$ cat config.mk
export PLATFORM = sky130hd
export DESIGN_NAME = sdram_port_arbiter
export DESIGN_NICKNAME = d
export VERILOG_FILES = /design/src/rtl/sdram_port_arbiter.sv
export SDC_FILE = /design/constraint.sdc
export NUM_CORES = 1
export LEC_CHECK = 0
export ABC_CLOCK_PERIOD_IN_PS = 1400
export BUFFER_PORTS_ARGS = -buffer_cell sky130_fd_sc_hd__buf_2
export CAP_MARGIN = 40
export CORE_ASPECT_RATIO = 0.75
export CORE_MARGIN = 1
export CORE_UTILIZATION = 45
export DETAILED_ROUTE_END_ITERATION = 10
export PLACE_DENSITY = 0.82
export SYNTH_ARGS = -nofsm -noshare
export SYNTH_HDL_FRONTEND = slang
export SYNTH_SLANG_ARGS = --single-unit
$ cat constraint.sdc
create_clock -name clk -period 1.4 [get_ports clk]
set_input_delay 0.14 -clock clk [delete_from_list [all_inputs] [get_ports clk]]
set_output_delay 0.14 -clock clk [all_outputs]
set_load 0.01 [all_outputs]
$ cat src/rtl/sdram_port_arbiter.sv
// Two-port arbiter in front of a single-outstanding-request SDRAM controller.
// Each port holds one request in a pending slot; a request edge that finds the slot full sets a sticky overrun flag.
module sdram_port_arbiter #(
  parameter int FIXED_PRIORITY = 0
) (
  input  logic        clk,
  input  logic        rst_n,
  input  logic [20:0] a_address,
  input  logic [7:0]  a_to_mem,
  input  logic        a_req,
  input  logic        a_wren,
  output logic [7:0]  a_from_mem,
  output logic        a_ready,
  output logic        a_overrun,
  input  logic [20:0] b_address,
  input  logic [7:0]  b_to_mem,
  input  logic        b_req,
  input  logic        b_wren,
  output logic [7:0]  b_from_mem,
  output logic        b_ready,
  output logic        b_overrun,
  output logic [20:0] mem_address,
  output logic [7:0]  to_mem,
  output logic        mem_req,
  output logic        mem_wren,
  input  logic [7:0]  from_mem,
  input  logic        mem_ready,
  output logic        busy,
  output logic        owner
);

  typedef enum logic {S_IDLE = 1'b0, S_WAIT = 1'b1} state_t;

  state_t      state;
  logic        a_req_q, b_req_q, ready_q;
  logic        a_pending, b_pending;
  logic [20:0] a_addr_h, b_addr_h;
  logic [7:0]  a_dat_h, b_dat_h;
  logic        a_wren_h, b_wren_h;
  logic        a_edge, b_edge, done, grant, pick_b;

  assign a_edge = a_req & ~a_req_q;
  assign b_edge = b_req & ~b_req_q;
  assign done   = (state == S_WAIT) & mem_ready & ~ready_q;
  assign grant  = (state == S_IDLE) & (a_pending | b_pending);
  // On a tie B wins only in round-robin mode and only when A held the last grant.
  assign pick_b = b_pending & (~a_pending | ((FIXED_PRIORITY == 0) & ~owner));

  always_ff @(posedge clk or negedge rst_n) begin
    if (!rst_n) begin
      state       <= S_IDLE;
      a_req_q     <= 1'b0;
      b_req_q     <= 1'b0;
      ready_q     <= 1'b0;
      a_pending   <= 1'b0;
      b_pending   <= 1'b0;
      a_addr_h    <= '0;
      b_addr_h    <= '0;
      a_dat_h     <= '0;
      b_dat_h     <= '0;
      a_wren_h    <= 1'b0;
      b_wren_h    <= 1'b0;
      a_from_mem  <= '0;
      b_from_mem  <= '0;
      a_ready     <= 1'b0;
      b_ready     <= 1'b0;
      a_overrun   <= 1'b0;
      b_overrun   <= 1'b0;
      mem_address <= '0;
      to_mem      <= '0;
      mem_req     <= 1'b0;
      mem_wren    <= 1'b0;
      busy        <= 1'b0;
      owner       <= 1'b1;
    end else begin
      a_req_q <= a_req;
      b_req_q <= b_req;
      ready_q <= mem_ready;
      mem_req <= 1'b0;
      a_ready <= 1'b0;
      b_ready <= 1'b0;

      if (state == S_IDLE) begin
        if (grant) begin
          mem_req <= 1'b1;
          busy    <= 1'b1;
          state   <= S_WAIT;
          if (pick_b) begin
            mem_address <= b_addr_h;
            to_mem      <= b_dat_h;
            mem_wren    <= b_wren_h;
            owner       <= 1'b1;
            b_pending   <= 1'b0;
          end else begin
            mem_address <= a_addr_h;
            to_mem      <= a_dat_h;
            mem_wren    <= a_wren_h;
            owner       <= 1'b0;
            a_pending   <= 1'b0;
          end
        end
      end else if (done) begin
        busy  <= 1'b0;
        state <= S_IDLE;
        if (owner) begin
          b_ready <= 1'b1;
          if (!mem_wren) b_from_mem <= from_mem;
        end else begin
          a_ready <= 1'b1;
          if (!mem_wren) a_from_mem <= from_mem;
        end
      end

      // Intake never collides with the grant clear: a grant needs the slot already full.
      if (a_edge) begin
        if (a_pending) begin
          a_overrun <= 1'b1;
        end else begin
          a_pending <= 1'b1;
          a_addr_h  <= a_address;
          a_dat_h   <= a_to_mem;
          a_wren_h  <= a_wren;
        end
      end
      if (b_edge) begin
        if (b_pending) begin
          b_overrun <= 1'b1;
        end else begin
          b_pending <= 1'b1;
          b_addr_h  <= b_address;
          b_dat_h   <= b_to_mem;
          b_wren_h  <= b_wren;
        end
      end
    end
  end

endmodule

==> results.txt <==
Status: finished with violations
Failing checks: setup timing
CP max stage cell: dfrtp_1
Final Util: 77.4%
Clk network pwr share: 24.9%
Worst hold path class: in2async
Routed Antenna Nets: 0
Critical path endpoint category: flop
# placed instances: 620
Ys Warns: 0
Root buf cell: clkbuf_16
Worst ir drop on vdd: 1.36 mV
Pre-CTS WS: -96.7 ps
Final WL: 13900 um
Arr. time, crit path: 1820 ps
Gr busiest metal: met2
Post-route DRC: 0
# IOs: 126
Logic pwr share: 40.6%
Sequential share of the synthesized area: 64.4%
Die Span Y: 89.8 um
Number of distinct library cells after synthesis: 26
F_max: 660 MHz
Met2 Use GR: 43.0%
Syn Nets: 432
Leakage Power: 3.56 nW
Grt ovf: 0
Int Power: 12.0 mW
Clock Tree Buf Depth: 2
RSZ-0062 raised after global routing: true
Final slew viol count: 0
Share of post-route cells with drive strength above 1: 49.8%
FF+latch count, synth: 119
GRT met1 Usage: 30.4%
First-pass GRT wire length: 20400 um
Fin worst setup slack: -116 ps
Initial Util: 47.2%
Pwr dens: 2400 nW/um2
Fin Clk Skew: 7.01 ps
CP startpoint kind: flop
Wire per inst: 18.9 um
Core area: 9810 um2
Avg Vias per Cell: 5.08
Worst-skew pair later-pin latency: 410 ps
Syn Inst Count: 359
Area Growth Syn to Fin: 64.0%
Finished Layout Cells: 734
Final period util: 108%
Global routing usage on met3: 7.55%
Largest net degree at the start of global routing: 38
Vias in the first global route: 4012
# H-tree levels: 4
Dpl hpwl: 7310 um
Fin. Hold Viols: 0
P_sw: 6.18 mW
Avg Inst Size Synth: 12.9 um2
CTS tree: yes
Crit-path leading delay family: compound AO/OA/AOI/OAI gates
Via Count: 3728
CP Cell Sequence: buf_6 -> a21boi_4 -> clkbuf_16 -> nand2_1 -> a31oi_1
Max Cap Viol: 0
Sequential share of power: 34.5%
Synth Cell Area: 4630 um2
# rows: 31
Clock buffer count from CTS: 17
Async SR Flop Fraction: 100%
Crit-path max FO: 12
Count of final setup violators: 55
Req. time, crit path: 1710 ps
Ys flop type: dfrtp_1
Port bufs: 125
Layout net count: 662
Post-synth EDFFs: 0
WP buf/inv: 2
CTS sink cnt: 119
Chip width: 119 um
Compound-Gate Fraction of Synth Area: 5.78%
Least-Margin Pin Slew: 469 ps
Diodes inserted: 0
Die area: 10700 um2
DR pass1 iterations: 4
Worst stage delay on the critical path: 410 ps
Post-synthesis adder-cell area fraction: 0%
Post-synthesis mux area share: 18.5%
Crit Path Category: reg2reg
1st-iter DRT viols: 180
Sw Share: 33.9%
Largest family of logic cells by synthesized area: multiplexers
GRT Util Overall: 25.3%
XOR/XNOR Fraction of Synth Area: 0%
Antenna violations before repair: 0
Slew margin rel.: 68.8%
Reg clk slew, reported paths: 50 ps
Min cycle time layout: 1520 ps
GPL Wtd Cong: 0.762
Post-synthesis simple-gate area fraction: 9.22%
Setup slack, reg-to-reg: -120 ps
## final cells by class
type,instances,area [um2]
sequential,119,2980
fill,602,2220
multi-input combinational,218,1960
timing repair buffer,231,1860
clock buffer,25,505
tap,132,165
clock inverter,7,115
inverter,2,7.51
## flip-flops by register name (all words and copies together), names as in the netlist, 8 cells and up
register and count:
b_addr_h 21, b_from_mem 8, a_dat_h 8, mem_address 21, b_dat_h 8, a_from_mem 8
to_mem 8, a_addr_h 21
## path summary, 6_finish.rpt
kind	from	endpoint	cells after the start
hold reg to reg	a_overrun	a_overrun	1
setup reg to reg	a_pending	mem_address[7]	5
hold / removal	rst_n	a_addr_h[0]	2
max in group asynchronous	rst_n	a_dat_h[1]	3
min in group clk	b_req	b_overrun	4
setup / recovery	a_pending	mem_address[7]	5
## cell usage in the layout (no fill, tap or decap), drive strengths merged, types with 2 or more instances in the layout
cell type      n
nor2          32
dlygate4sd3   72
clkinvlp       2
mux2          76
inv            2
nand2         61
clkbuf        28
clkinv         2
a21oi          2
buf          156
bufinv         3
a21o           2
nor2b          2
a31oi         31
dfrtp        118
## Yosys cell counts, drive strengths merged, types with 2 or more instances
cell type  number  area (um2)
dfrtp         118        2950
mux2           76         856
nand2          61         229
nor2           32         120
a31oi          31         194
buf            14        70.1
clkbuf          6        22.5
a21o            2        15.0
a21oi           2        10.0
inv             2        7.50
nor2b           2        12.5
## what timing repair did
item                                    CTS  global route
resized for setup                        34            73
pin swaps                                 0            40
gates cloned                              3             3
endpoints found under the setup margin   63            90
buffers inserted                          5             1
hold endpoints to repair                100             1
hold buffers                             71             1
## cell families (layout without fill, tap and decap cells)
family                 count (synthesis)  after routing
and+or+nand+nor                      101            101
AOI/OAI and AO/OA                     41             41
DFF                                  119            119
muxes                                 76             76
buffers and inverters                 22            265
## routing by layer
layer / share of wire, % / vias up
li1: - / 1707
met2: 51 / 134
met5: 0 / -
met1: 41 / 1868
met3: 6.4 / 19
met4: 1.5 / 0
## stage by stage
step	hold slack [ps]	instance area, um2	total power, mW	setup TNS (ps)
floorplan	-156	4640	9.22	-983
global placement	111	5650	11.2	0
detailed placement	127	5650	11.6	-2390
CTS	0.722	7230	16.8	-1570
global route	264	7590	19.2	-5490
finish	235	7590	18.2	-1490
## power by group through the flow
| stage | clock (mW) | sequential, mW | combinational (mW) |
|---|---|---|---|
| final | 4.54 | 6.28 | 7.41 |
| after global routing | 4.74 | 6.47 | 7.96 |
| after CTS | 4.58 | 6.12 | 6.05 |
| after detailed placement | 0 | 6.13 | 5.45 |
| after global placement | 0 | 6.04 | 5.20 |
| after floorplan | 0 | 6.25 | 2.97 |
No activity file was read; power rests on OpenSTA's default activity.
